File: src/rtl/relu_maxpool2x2.sv
// -----------------------------------------------------------------------------
// relu_maxpool2x2
//   Streaming ReLU + requantisation + 2x2 max-pool (stride 2) over a square
//   IMG_W x IMG_W feature map delivered in raster order, one pixel per cycle
//   whenever i_data_valid_in is high. There is no backpressure.
//
//   Per accepted pixel: negative -> 0, otherwise i_data_in >>> SHIFT,
//   saturated to 2^(OUT_W-1)-1. Even columns load a pair holder. Odd columns
//   on even rows fold the pair max into a line buffer of IMG_W/2 entries.
//   Odd columns on odd rows emit max(holder, current, linebuf) one cycle
//   after the accepting edge.
//
// Ports
//   i_clk            clock, rising edge
//   i_rst_n          asynchronous active-low reset
//   i_data_valid_in  i_data_in carries a pixel this cycle
//   i_data_in        signed conv pixel, IN_W bits
//   o_data_out       pooled pixel, unsigned OUT_W bits (holds while idle)
//   o_valid_out      one-cycle pulse per pooled pixel
//   o_frame_done     one-cycle pulse with the last pooled pixel of a frame
// -----------------------------------------------------------------------------
module relu_maxpool2x2 #(
   parameter int IMG_W = 28,
   parameter int IN_W  = 62,
   parameter int OUT_W = 32,
   parameter int SHIFT = 16
) (
   input  logic                   i_clk,
   input  logic                   i_rst_n,
   input  logic                   i_data_valid_in,
   input  logic signed [IN_W-1:0] i_data_in,
   output logic [OUT_W-1:0]       o_data_out,
   output logic                   o_valid_out,
   output logic                   o_frame_done
);

   localparam int CW   = (IMG_W > 2) ? $clog2(IMG_W) : 1;
   localparam int HALF = IMG_W / 2;
   localparam int AW   = (HALF > 1) ? $clog2(HALF) : 1;
   // Quantiser works at the wider of the two widths so the saturation compare
   // sees every magnitude bit that survives the shift.
   localparam int QW   = (IN_W > OUT_W) ? IN_W : OUT_W;

   localparam logic [CW-1:0] LAST_IDX = CW'(IMG_W - 1);
   localparam logic [QW-1:0] SAT_MAX  = {{(QW-OUT_W+1){1'b0}}, {(OUT_W-1){1'b1}}};

   // ---------------------------------------------------------------- state
   logic [CW-1:0]    r_col;
   logic [CW-1:0]    r_row;
   logic [OUT_W-1:0] r_holder;
   logic [OUT_W-1:0] r_data_out;
   logic             r_valid_out;
   logic             r_frame_done;
   logic [OUT_W-1:0] r_linebuf [HALF];
   logic [OUT_W-1:0] r_lb_rd;

   // ---------------------------------------------------------------- comb
   logic [QW-1:0]    w_mag;
   logic [QW-1:0]    w_shifted;
   logic [OUT_W-1:0] w_q;
   logic [OUT_W-1:0] w_pair_max;
   logic [OUT_W-1:0] w_quad_max;
   logic [AW-1:0]    w_lb_addr;
   logic             w_col_odd;
   logic             w_row_odd;
   logic             w_col_last;
   logic             w_row_last;

   assign w_col_odd  = r_col[0];
   assign w_row_odd  = r_row[0];
   assign w_col_last = (r_col == LAST_IDX);
   assign w_row_last = (r_row == LAST_IDX);
   assign w_lb_addr  = AW'(r_col >> 1);

   // Sign bit selects ReLU; a non-negative value shifts identically under
   // logical and arithmetic shift, so the unsigned form is used.
   assign w_mag     = QW'($unsigned(i_data_in));
   assign w_shifted = w_mag >> SHIFT;

   always_comb begin
      w_q = '0;
      if (!i_data_in[IN_W-1]) begin
         if (w_shifted > SAT_MAX) begin
            w_q = SAT_MAX[OUT_W-1:0];
         end else begin
            w_q = w_shifted[OUT_W-1:0];
         end
      end
   end

   assign w_pair_max = (r_holder > w_q) ? r_holder : w_q;
   assign w_quad_max = (w_pair_max > r_lb_rd) ? w_pair_max : r_lb_rd;

   // ---------------------------------------------------------------- line buffer
   // Not reset: each entry is rewritten on an even row before the following
   // odd row reads it, so stale content can never reach the output.
   always_ff @(posedge i_clk) begin
      if (i_data_valid_in && w_col_odd && !w_row_odd) begin
         r_linebuf[w_lb_addr] <= w_pair_max;
      end
   end

   // Registered read is prefetched on the even column of an odd row, so the
   // entry is ready when the matching odd column arrives (gaps just hold it).
   always_ff @(posedge i_clk) begin
      if (i_data_valid_in && !w_col_odd && w_row_odd) begin
         r_lb_rd <= r_linebuf[w_lb_addr];
      end
   end

   // ---------------------------------------------------------------- control
   always_ff @(posedge i_clk or negedge i_rst_n) begin
      if (!i_rst_n) begin
         r_col        <= '0;
         r_row        <= '0;
         r_holder     <= '0;
         r_data_out   <= '0;
         r_valid_out  <= 1'b0;
         r_frame_done <= 1'b0;
      end else begin
         r_valid_out  <= 1'b0;
         r_frame_done <= 1'b0;
         if (i_data_valid_in) begin
            if (!w_col_odd) begin
               r_holder <= w_q;
            end else if (w_row_odd) begin
               r_data_out   <= w_quad_max;
               r_valid_out  <= 1'b1;
               r_frame_done <= w_row_last && w_col_last;
            end

            if (w_col_last) begin
               r_col <= '0;
               r_row <= w_row_last ? '0 : r_row + 1'b1;
            end else begin
               r_col <= r_col + 1'b1;
            end
         end
      end
   end

   assign o_data_out   = r_data_out;
   assign o_valid_out  = r_valid_out;
   assign o_frame_done = r_frame_done;

endmodule

File: config.mk
export PLATFORM = sky130hd
export DESIGN_NAME = relu_maxpool2x2
export DESIGN_NICKNAME = d
export VERILOG_FILES = /design/src/rtl/relu_maxpool2x2.sv
export SDC_FILE = /design/constraint.sdc
export NUM_CORES = 1
export LEC_CHECK = 0
export BUFFER_PORTS_ARGS = -buffer_cell sky130_fd_sc_hd__buf_2
export CAP_MARGIN = 20
export CORE_ASPECT_RATIO = 0.7
export CORE_MARGIN = 8
export CORE_UTILIZATION = 66
export DETAILED_ROUTE_END_ITERATION = 16
export PLACE_DENSITY = 0.86
export SETUP_SLACK_MARGIN = 0.4
export SLEW_MARGIN = 0
export SYNTH_ARGS = -nofsm -noshare
export SYNTH_HDL_FRONTEND = slang
export SYNTH_SLANG_ARGS = --single-unit
File: constraint.sdc
create_clock -name i_clk -period 6.97 [get_ports i_clk]
set_clock_uncertainty 0.2 [all_clocks]
set_input_delay 1.0455 -clock i_clk [delete_from_list [all_inputs] [get_ports i_clk]]
set_output_delay 1.0455 -clock i_clk [all_outputs]
set_load 0.02 [all_outputs]
==> run metrics, run 1 <==
status complete, no violations; Sequential Power Share a little under half; Root Driver clkbuf_16; Final Setup Violations 0; Comb pwr share 24.4%; clk buf depth 3; crit end category flop; Worst-path clk slew ~0.060 ns; Pwr Density between 300 and 400 nW/µm²; syn_area_per_cell about 18 µm²; setup tns final 0 ns; core area between 30000 and 40000 µm²; Pint 6559 µW; Sink Count between 500 and 600; min-delay worst type primary input to asynchronous set/reset pin; sw power about 2600 µW; final net count ~1600; asr flop ratio synth between 10% and 20%; GR Overflow Total 0; crit path max fanout 31; top post-synthesis cells by area edfxtp_1, mux4_2, dfrtp_1, ha_1, o211ai_2; H-tree depth 2; r2r setup slk between 1.5 and 2 ns; final wirelength 58230 µm; maxcap violations 0; DRC violations left 0; initial DRC count 1601; Yosys top cell area share between 60% and 70%; DR vias/cell 6.827; clock network power share about 29%; final worst path period need 6.305 ns; R2R cell count 18; Horiz. Die Dim 242.9 µm; switching share of power approximately 29%; CP Data Required Time roughly 7 ns; Worst Path Arrival about 6.5 ns; share of layout cells above drive strength 1 31.18%; Mapped Cells about 1400; reg2reg end o_data_out[22]; Die Area around 42000 µm²; Post-Syn Area about 24000 µm²; fin. max-slew vios 0; fin crit share 90.45%; IO buf count 82; global-route wire length before repair about 87000 µm; RSZ-0062 raised after global routing no; initial antenna violation count 0; # diodes 0; Worst Setup EP o_data_out[22]; final setup margin 0.6654 ns; startpoint types primary input; Worst slew margin between 30 and 40%; CTS buffer count 48; Least-Margin Pin Slew between 0.9 and 1 ns; Final GP Congestion roughly 0.87; Setup CP Type primary input to flop; final hold vios 0; max frequency 158.6 MHz; Primary FF master, synth edfxtp_1; Lkg Pwr ~0.0095 µW; DRT antenna net count 0; # IOs between 90 and 100; GRT Total Usage 27.24%; vias in the first global route 13940; insertion delay to the later sink of the worst-skew pair around 0.57 ns; Synth Warn # 0; pre-CTS WS approximately 0.13 ns; Peak supply drop between 0.0002 and 0.00025 V; Post-synth EDFFs 480; syn nets about 1500; Post-DP HPWL roughly 33000 µm; crit path launch i_data_in[57]; Reg2Reg Launch Point r_holder[27]; row cnt 58; Initial Util between 60% and 70%; Seq/Total Area, Yosys roughly two thirds; drt pass-1 iters 5; WL per Instance around 30 µm; die height between 150 and 200 µm; via count about 14000; largest net degree at the start of global routing 103; unique cell type count in the Yosys netlist 50; Yosys top cell by area edfxtp_1; P&R area growth vs syn 12.46%; TritonCTS clock tree built; #FFs+latches synth ~560
==> metal layers <==
layer	GRT usage (%)	part of all wire [%]	vias up
met5	0	0	-
met2	44.85	49	847
met3	4.728	9.0	141
met4	9.646	3.7	0
li1	-	-	5620
met1	36.90	38	7006
==> layout by cell type (no fill, tap or decap), types with 4 or more instances in the layout <==
cell,n
buf_2,81
nand2b_1,4
clkbuf_1,13
nand4_1,47
mux4_2,128
dfrtp_1,72
clkinv_1,9
clkinv_2,10
nor4_1,4
nand3_1,14
o211ai_2,30
a21oi_4,22
clkbuf_16,49
ha_1,66
nand2_1,95
o21ai_0,43
a21oi_2,9
nor2_4,11
nor3_1,35
nor2b_1,4
bufinv_16,5
nor2_1,6
inv_1,67
nor3_2,4
mux2_2,32
edfxtp_1,480
buf_4,61
buf_12,6
a21o_1,5
o21bai_1,28
a21oi_1,24
==> worst max-delay path, stage by stage <==
cell and delay, ns:
buf_2 0.10, nor4_1 0.28, nand4_1 0.12, buf_4 0.26
o21bai_1 0.32, ha_1 0.18, nand4_1 0.19, or4_4 0.62
nor2_2 0.21, o22ai_2 0.10, or2_2 0.40, buf_4 0.23
a21oi_4 0.22, inv_1 0.11, ha_1 0.20, a21oi_1 0.14
o21ai_1 0.11, a2111oi_1 0.45, a211oi_1 0.23, o311ai_4 0.39
a21o_2 0.26, buf_12 0.21, o211ai_2 0.10
==> flip-flops by register name (all words and copies together), names as in the netlist <==
| register | count |
|---|---|
| r_linebuf | 448 |
| r_col | 5 |
| o_valid_out | 1 |
| r_holder | 32 |
| o_data_out | 32 |
| r_row | 5 |
| r_lb_rd | 32 |
| o_frame_done | 1 |
==> worst min path at each step <==
| stage | depth (start not counted) | to | start | slack (ns) |
|---|---|---|---|---|
| after floorplan | 2 | r_row[4] | r_row[4] | 0.26 |
| after global placement | 2 | r_row[4] | r_row[4] | 0.28 |
| after detailed placement | 2 | r_row[1] | r_row[1] | 0.29 |
| after CTS | 1 | o_data_out[31] | i_rst_n | 0.17 |
| after global routing | 1 | o_data_out[31] | i_rst_n | 0.19 |
| final | 1 | r_holder[8] | i_rst_n | 0.18 |
==> kinds of logic (layout without fill, tap and decap cells) <==
logic type                 Yosys count  in the layout  share of synthesized area (%)
AOI/OAI and AO/OA                  186            186                          6.749
xor gates and xnor gates             1              1                        0.03683
adders and majority gates           66             66                          3.472
buffers and inverters              145            306                          2.598
DFF                                556            556                          68.59
muxes                              161            161                          13.68
other                                1              1                        0.01577
and+or+nand+nor                    237            237                          4.860
==> stage by stage <==
stage               power, µW  instance area, µm²  hold WS (ns)  cells  utilization (%)
floorplan                5861               23790        0.2611   1353                -
global placement         6456               25150        0.2847   1904            70.43
detailed placement       6549               25150        0.2934   1904            70.43
CTS                      9210               26680        0.1742   1992            74.73
global route             9499               26750        0.1853   1994            74.92
finish                   9195               26750        0.1796   1994            74.92
==> power by group through the flow <==
stage	clock (µW)	sequential, µW	combinational [µW]
after detailed placement	0	4360	2190
after floorplan	0	4250	1610
after global routing	2790	4320	2380
final	2650	4300	2250
after CTS	2670	4300	2240
after global placement	0	4340	2120
==> layout make-up <==
cell class | count | area (µm²)
Clock buffer | 63 | 1289
Multi-Input combinational cell | 652 | 7017
Clock inverter | 25 | 245.2
Sequential cell | 556 | 16330
Fill cell | 1936 | 8954
Timing Repair Buffer | 149 | 1011
Tap cell | 480 | 600.6
Inverter | 69 | 262.8
==> Yosys cell counts, types with 4 or more instances <==
cell and count:
o211ai_2 30, ha_1 66, buf_1 4, inv_1 68, buf_2 14, a21oi_2 9
edfxtp_1 480, mux4_2 128, nor3_1 39, dfrtp_1 76, nand3_1 14, a21oi_4 22
o21bai_1 31, nor4_1 5, nor2_1 17, nor2b_1 4, nand4_1 47, clkbuf_1 54
a21oi_1 24, a21o_1 6, o21ai_0 44, nand2b_1 5, nand2_1 95, mux2_2 32
==> what timing repair did <==
| item | 4_1_cts | 5_1_grt |
|---|---|---|
| buffers inserted | 0 | 1 |
| hold buffers | 0 | 0 |
| setup endpoints to repair | 0 | 32 |
| gates resized for setup | 0 | 9 |
No activity file was read; power rests on OpenSTA's default activity.
==> run 2, diff against run 1 <==
--- a/config.mk
+++ b/config.mk
@@ -8,7 +8,6 @@
 export BUFFER_PORTS_ARGS = -buffer_cell sky130_fd_sc_hd__buf_2
 export CAP_MARGIN = 20
 export CORE_ASPECT_RATIO = 0.7
-export CORE_MARGIN = 8
 export CORE_UTILIZATION = 66
 export DETAILED_ROUTE_END_ITERATION = 16
 export PLACE_DENSITY = 0.86
@@ -17,3 +16,4 @@
 export SYNTH_ARGS = -nofsm -noshare
 export SYNTH_HDL_FRONTEND = slang
 export SYNTH_SLANG_ARGS = --single-unit
+export TNS_END_PERCENT = 50
==> constraint.sdc (replaced) <==
create_clock -name i_clk -period 6.97 [get_ports i_clk]
set_clock_uncertainty 0.2 [all_clocks]
set_input_delay 0 -clock i_clk [delete_from_list [all_inputs] [get_ports i_clk]]
set_output_delay 0 -clock i_clk [all_outputs]
set_load 0.02 [all_outputs]
==> run 2 against run 1 <==
The flow now finishes with violations (negative hold slack). Cell area grew 1.4%. Sequential power is essentially flat. Fmax grew 1.2%. Register-to-register slack lost 0.68 ns. Combinational power is essentially flat. Clock-buffer cell count shrank 3. Cell count grew 1.1%. Largest cell class unchanged.
==> run metrics, run 2 (synthesized netlist as in run 1, its figures left out) <==
Sink Count 556 (unchanged); max FFs per register 448 (unchanged); Worst Path Arrival 6.48 ns (-0.05 ns); Final Setup Violations 0 (unchanged); TritonCTS clock tree built; Initial Util 67.79% (+1.2 points); drt pass-1 iters 7 (+2); insertion delay to the later sink of the worst-skew pair 0.56 ns (about the same); Placed Area 24860 µm² (-1.2%); Root Driver clkbuf_16; crit path max fanout 32 (+3.2%); design area 27130 µm² (+1.4%); most frequent cells in the layout edfxtp_1, mux4_2, nand2_1; status finished with violations; Non-Filler Instances 2016 (+1.1%); DR vias/cell 7.115 (+4.2%); P&R area growth vs syn 14.04%; Least-Margin Pin Slew 1.112 ns (+0.1290 ns); min-delay worst type primary input to asynchronous set/reset pin; vias in the first global route 14530 (+4.2%); CP Data Required Time 7.22 ns (+0.03 ns); Top reg by flops r_linebuf; placed cell count 1865 (-2.0%); max frequency 160.5 MHz (+1.2%); largest net degree at the start of global routing 81 (-21%); worst hold slack -0.03143 ns (-0.2110 ns); Final Core Density 77.31% (+2.4 points); final hold vios 11 (+11); Multi-input gate area 7004 µm² (-0.18%); commonest non-fill, non-tap cell in the layout edfxtp_1; GR Overflow Total 0 (unchanged); RSZ-0062 raised after global routing no; Final GP Congestion 0.8809 (+0.88%); final net count 1636 (+1.8%); # fillers 1734 (-10%); Worst-path clk slew 0.07 ns (about the same); Horiz. Die Dim 228.9 µm (-5.8%); cell mode on critical path nand2_1; Lkg Pwr 0.009631 µW (+1.1%); DRC violations left 0 (unchanged); GRT Total Usage 34.10% (+6.9 points); core area 35090 µm² (-1.7%); Post-DP HPWL 32470 µm (-1.4%); Setup CP Type primary input to flop; startpoint types primary input; DRT antenna net count 0 (unchanged); CTS buffer count 48 (unchanged); setup bufs post-CTS 0 (unchanged); share of layout cells above drive strength 1 28.65% (-2.5 points); Max stage delay on crit path 0.56 ns (-0.06 ns); row cnt 57 (-1.7%); Die Area 36820 µm² (-13%); via count 14340 (+5.4%); H-tree depth 2 (unchanged); Worst slew margin 25.44% (-9.0 points); initial antenna violation count 1 (+1); WL per Instance 30.80 µm (+5.5%); # IOs 99 (unchanged); Pwr Density 345.0 nW/µm² (+0.38%); worst path cell trace buf_2 > nor4_1 > nand4_1 > buf_4 > o21bai_1 > ha_1 > nand4_1 > or4_4 > nor2_2 > o22ai_2 > or2_2 > buf_12 > a21oi_2 > inv_1 > ha_1 > and4_1 > nand2_1 > nor4_2 > buf_4 > nand2_1 > nand2_1 > buf_4 > nand2_1 > a31o_1; final worst path period need 6.229 ns (-0.07519 ns); sequential cell area 16330 µm² (unchanged); global-route wire length before repair 90860 µm (+4.5%); setup tns final 0 ns (unchanged); fin crit share 89.37% (-1.1 points); CP max stage cell or4_4; IO buf count 82 (unchanged); clk buf depth 3 (unchanged); failing checks negative hold slack; initial DRC count 2146 (+34%); crit end category flop; final wirelength 62100 µm (+6.6%); maxcap violations 0 (unchanged); Peak supply drop 0.0002403 V (+4.3%); die height 160.8 µm (-8.0%); fin. max-slew vios 0 (unchanged)
==> run 2: timing repair <==
| item | 4_1_cts | 5_1_grt |
|---|---|---|
| endpoints found under the hold margin | 132 | 0 |
| hold buffers | 59 | 0 |
| setup endpoints to repair | 0 | 32 |
| resized for setup | 0 | 3 |
==> run 2: critical path: cells and delay by family <==
kind / cells / cell delay, ns
AND/OR/NAND/NOR: 12 / 2.81
buffers and inverters: 6 / 1.95
AO/OA/AOI/OAI: 4 / 0.88
adder cells (fa/ha/maj): 2 / 0.79
==> run 2: final timing paths <==
kind	from	to	slack [ns]	cells after the start
max in group asynchronous	i_rst_n	o_data_out[12]	5.53	3
max reg2reg	r_holder[30]	o_data_out[31]	0.92	19
min in group i_clk	i_data_in[61]	r_holder[15]	0.05	3
min reg2reg	o_data_out[30]	o_data_out[30]	0.30	2
max	i_data_in[61]	o_data_out[31]	0.74	24
min	i_rst_n	r_holder[12]	-0.03	3
==> run 2: per-layer routing <==
metal	wire length, µm	vias to the layer above	GRT usage (%)
met1	22130	7218	45.21
met3	6391	257	6.392
met4	3202	0	15.24
met5	0	-	0
met2	30380	1177	56.13
li1	-	5692	-
==> run 2: area by class of cell <==
| cell class | instances | area share (%) |
|---|---|---|
| Tap cell | 472 | 2.177 |
| Multi-Input combinational cell | 652 | 25.82 |
| Inverter | 69 | 0.9548 |
| Sequential cell | 556 | 60.18 |
| Timing Repair Buffer | 178 | 4.889 |
| Clock inverter | 28 | 1.185 |
| Clock buffer | 60 | 4.783 |
| Antenna cell | 1 | 0.009225 |
==> run 2: through the flow <==
step	hold slack (ns)	power [µW]	setup slack [ns]
global route	0.04764	9615	0.4904
finish	-0.03143	9359	0.7406
detailed placement	-0.3035	6517	0.2171
CTS	0.003172	9295	0.7929
global placement	-0.3062	6403	0.6326
floorplan	-0.4956	5861	1.873
==> run 2: power breakdown <==
group	switching [µW]	total, µW	internal (µW)
Clock	1210	2790	1580
Sequential	274	4290	4020
Combinational	1240	2280	1040
==> run 3, diff against run 2 <==
--- a/config.mk
+++ b/config.mk
@@ -10,7 +10,7 @@
 export CORE_ASPECT_RATIO = 0.7
 export CORE_UTILIZATION = 66
 export DETAILED_ROUTE_END_ITERATION = 16
-export PLACE_DENSITY = 0.86
+export PLACE_DENSITY_LB_ADDON = 0.08
 export SETUP_SLACK_MARGIN = 0.4
 export SLEW_MARGIN = 0
 export SYNTH_ARGS = -nofsm -noshare
==> run 3 against run 2 <==
Cell area grew 0.42%. Largest cell class unchanged. The run now ends clean. Clock-buffer cell count increased by 5. Global-route usage is 1.9 points lower. Critical endpoint unchanged. Highest routed layer unchanged. First-iteration DRC count fell by 24%.
==> run metrics, run 3 (synthesized netlist as in run 1, its figures left out) <==
status complete, no violations; Placed Area 24830 µm² (about the same); DRC violations left 0 (unchanged); Root Driver clkbuf_16; Peak supply drop 0.0003081 V (+28%); Pwr Density 345.3 nW/µm² (about the same); maxcap violations 0 (unchanged); Least-Margin Pin Slew 1.108 ns (-0.004051 ns); largest net degree at the start of global routing 134 (+65%); final setup margin 0.9359 ns (+0.1953 ns); CP Data Required Time 7.25 ns (+0.03 ns); Top reg by flops r_linebuf; H-tree depth 2 (unchanged); P&R area growth vs syn 14.52%; CTS buffer count 51 (+6.3%); GR Overflow Total 0 (unchanged); final hold vios 0 (-11); commonest non-fill, non-tap cell in the layout edfxtp_1; WL per Instance 28.35 µm (-8.0%); # diodes 0 (-1); GRT Total Usage 32.19% (-1.9 points); Worst-path clk slew 0.06 ns (about the same); setup tns final 0 ns (unchanged); most frequent cells in the layout edfxtp_1, mux4_2, nand2_1; Final Setup Violations 0 (unchanged); placed cell count 1862 (-0.16%); via count 13470 (-6.1%); max FFs per register 448 (unchanged); final worst path period need 6.034 ns (-0.1953 ns); DR vias/cell 6.664 (-6.3%); setup bufs post-CTS 0 (unchanged); # IOs 99 (unchanged); fin crit share 86.57% (-2.8 points); worst hold slack 0.06347 ns (+0.09490 ns); pre-CTS WS 0.3521 ns (+0.1350 ns); final net count 1640 (+0.24%); Die Area 36820 µm² (unchanged); Non-Filler Instances 2021 (+0.25%); DRT antenna net count 0 (unchanged); min-delay worst type primary input to flop; vias in the first global route 13740 (-5.4%); row cnt 57 (unchanged); RSZ-0062 raised after global routing no; Post-DP HPWL 30980 µm (-4.6%); max frequency 165.7 MHz (+3.2%); TritonCTS clock tree built; global-route wire length before repair 86180 µm (-5.1%); initial antenna violation count 0 (-1); Horiz. Die Dim 228.9 µm (unchanged); drt pass-1 iters 5 (-2); Multi-input gate area 7005 µm² (about the same); Worst slew margin 26.12% (+0.67 points); startpoint types primary input; Worst Path Arrival 6.31 ns (-0.17 ns); die height 160.8 µm (unchanged); Sink Count 556 (unchanged); Final GP Congestion 0.8618 (-2.2%); final wirelength 57290 µm (-7.7%); core area 35090 µm² (unchanged); fin. max-slew vios 0 (unchanged); Lkg Pwr 0.009690 µW (+0.61%); sequential cell area 16330 µm² (unchanged); initial DRC count 1630 (-24%); clk buf depth 3 (unchanged); crit path max fanout 33 (+3.1%); Initial Util 67.79% (unchanged); # fillers 1878 (+8.3%); Setup CP Type primary input to flop; IO buf count 82 (unchanged); share of layout cells above drive strength 1 28.21% (-0.43 points); insertion delay to the later sink of the worst-skew pair 0.59 ns (+0.03 ns); crit end category flop; design area 27240 µm² (+0.42%)
-- run 3: cell types whose count changed in the layout (fill, tap and decap cells not counted), moves of 2 or more --
cell / previous run / this run
nor3_4: 0 / 2
clkbuf_1: 8 / 11
nor3_2: 4 / 2
buf_4: 33 / 31
clkbuf_16: 49 / 53
clkinvlp_4: 4 / 1
dlygate4sd3_1: 59 / 64
buf_6: 2 / 0
clkinv_2: 6 / 8
clkbuf_8: 3 / 1
-- run 3: path summary, 6_finish.rpt --
kind	from	end	slack, ns	depth (start not counted)
worst max-delay path	i_data_in[61]	o_data_out[31]	0.94	23
min in group asynchronous	i_rst_n	o_data_out[26]	0.34	4
worst max register to register	r_holder[27]	o_data_out[31]	1.10	18
worst min register to register	o_data_out[14]	o_data_out[14]	0.30	2
max in group asynchronous	i_rst_n	r_col[3]	5.51	4
worst min-delay path	i_data_in[61]	r_holder[4]	0.06	3
-- run 3: critical path, stage by stage --
cell and delay, ns:
buf_2 0.26, nor4_1 0.27, nand4_1 0.17, buf_4 0.28, o21bai_1 0.33, ha_1 0.20
nand4_1 0.23, or4_4 0.62, nor2_2 0.22, o22ai_2 0.10, or2_2 0.37, buf_4 0.26
a21oi_4 0.19, inv_1 0.25, ha_1 0.43, a21oi_1 0.08, o21ai_0 0.44, a211oi_1 0.16
o31ai_1 0.45, nand2_1 0.17, buf_4 0.32, a41o_1 0.29, a31o_1 0.17
-- run 3: final cells by class --
class | count | area share (%)
Inverter | 69 | 0.9508
Clock buffer | 65 | 5.071
Sequential cell | 556 | 59.93
Tap cell | 472 | 2.168
Multi-Input combinational cell | 652 | 25.72
Timing Repair Buffer | 179 | 4.942
Clock inverter | 28 | 1.217
-- run 3: report_power, final --
group	internal, µW	total, µW	switching [µW]	leakage, µW
Sequential	4020	4230	215	0.00533
Clock	1670	2890	1230	0.000838
Combinational	1040	2280	1240	0.00352
Total	6730	9400	2680	0.00969
-- run 3: per-layer routing --
metal	global-route usage, %	vias up	share of wire, %
met1	47.29	6927	40
li1	-	5680	-
met5	0	-	0
met2	50.93	758	48
met4	9.667	0	2.6
met3	5.096	103	9.0
-- run 3: timing repair --
action / CTS / global route
gates resized for setup: 0 / 1
endpoints found under the hold margin: 141 / 14
endpoints found under the setup margin: 0 / 13
hold buffers: 63 / 1
-- run 3: through the flow --
stage	utilization (%)	power [µW]
2_1_floorplan	-	5861
3_3_place_gp	70.77	6459
3_5_place_dp	70.77	6528
4_1_cts	77.45	9418
5_1_grt	77.63	9721
6_report	77.63	9405
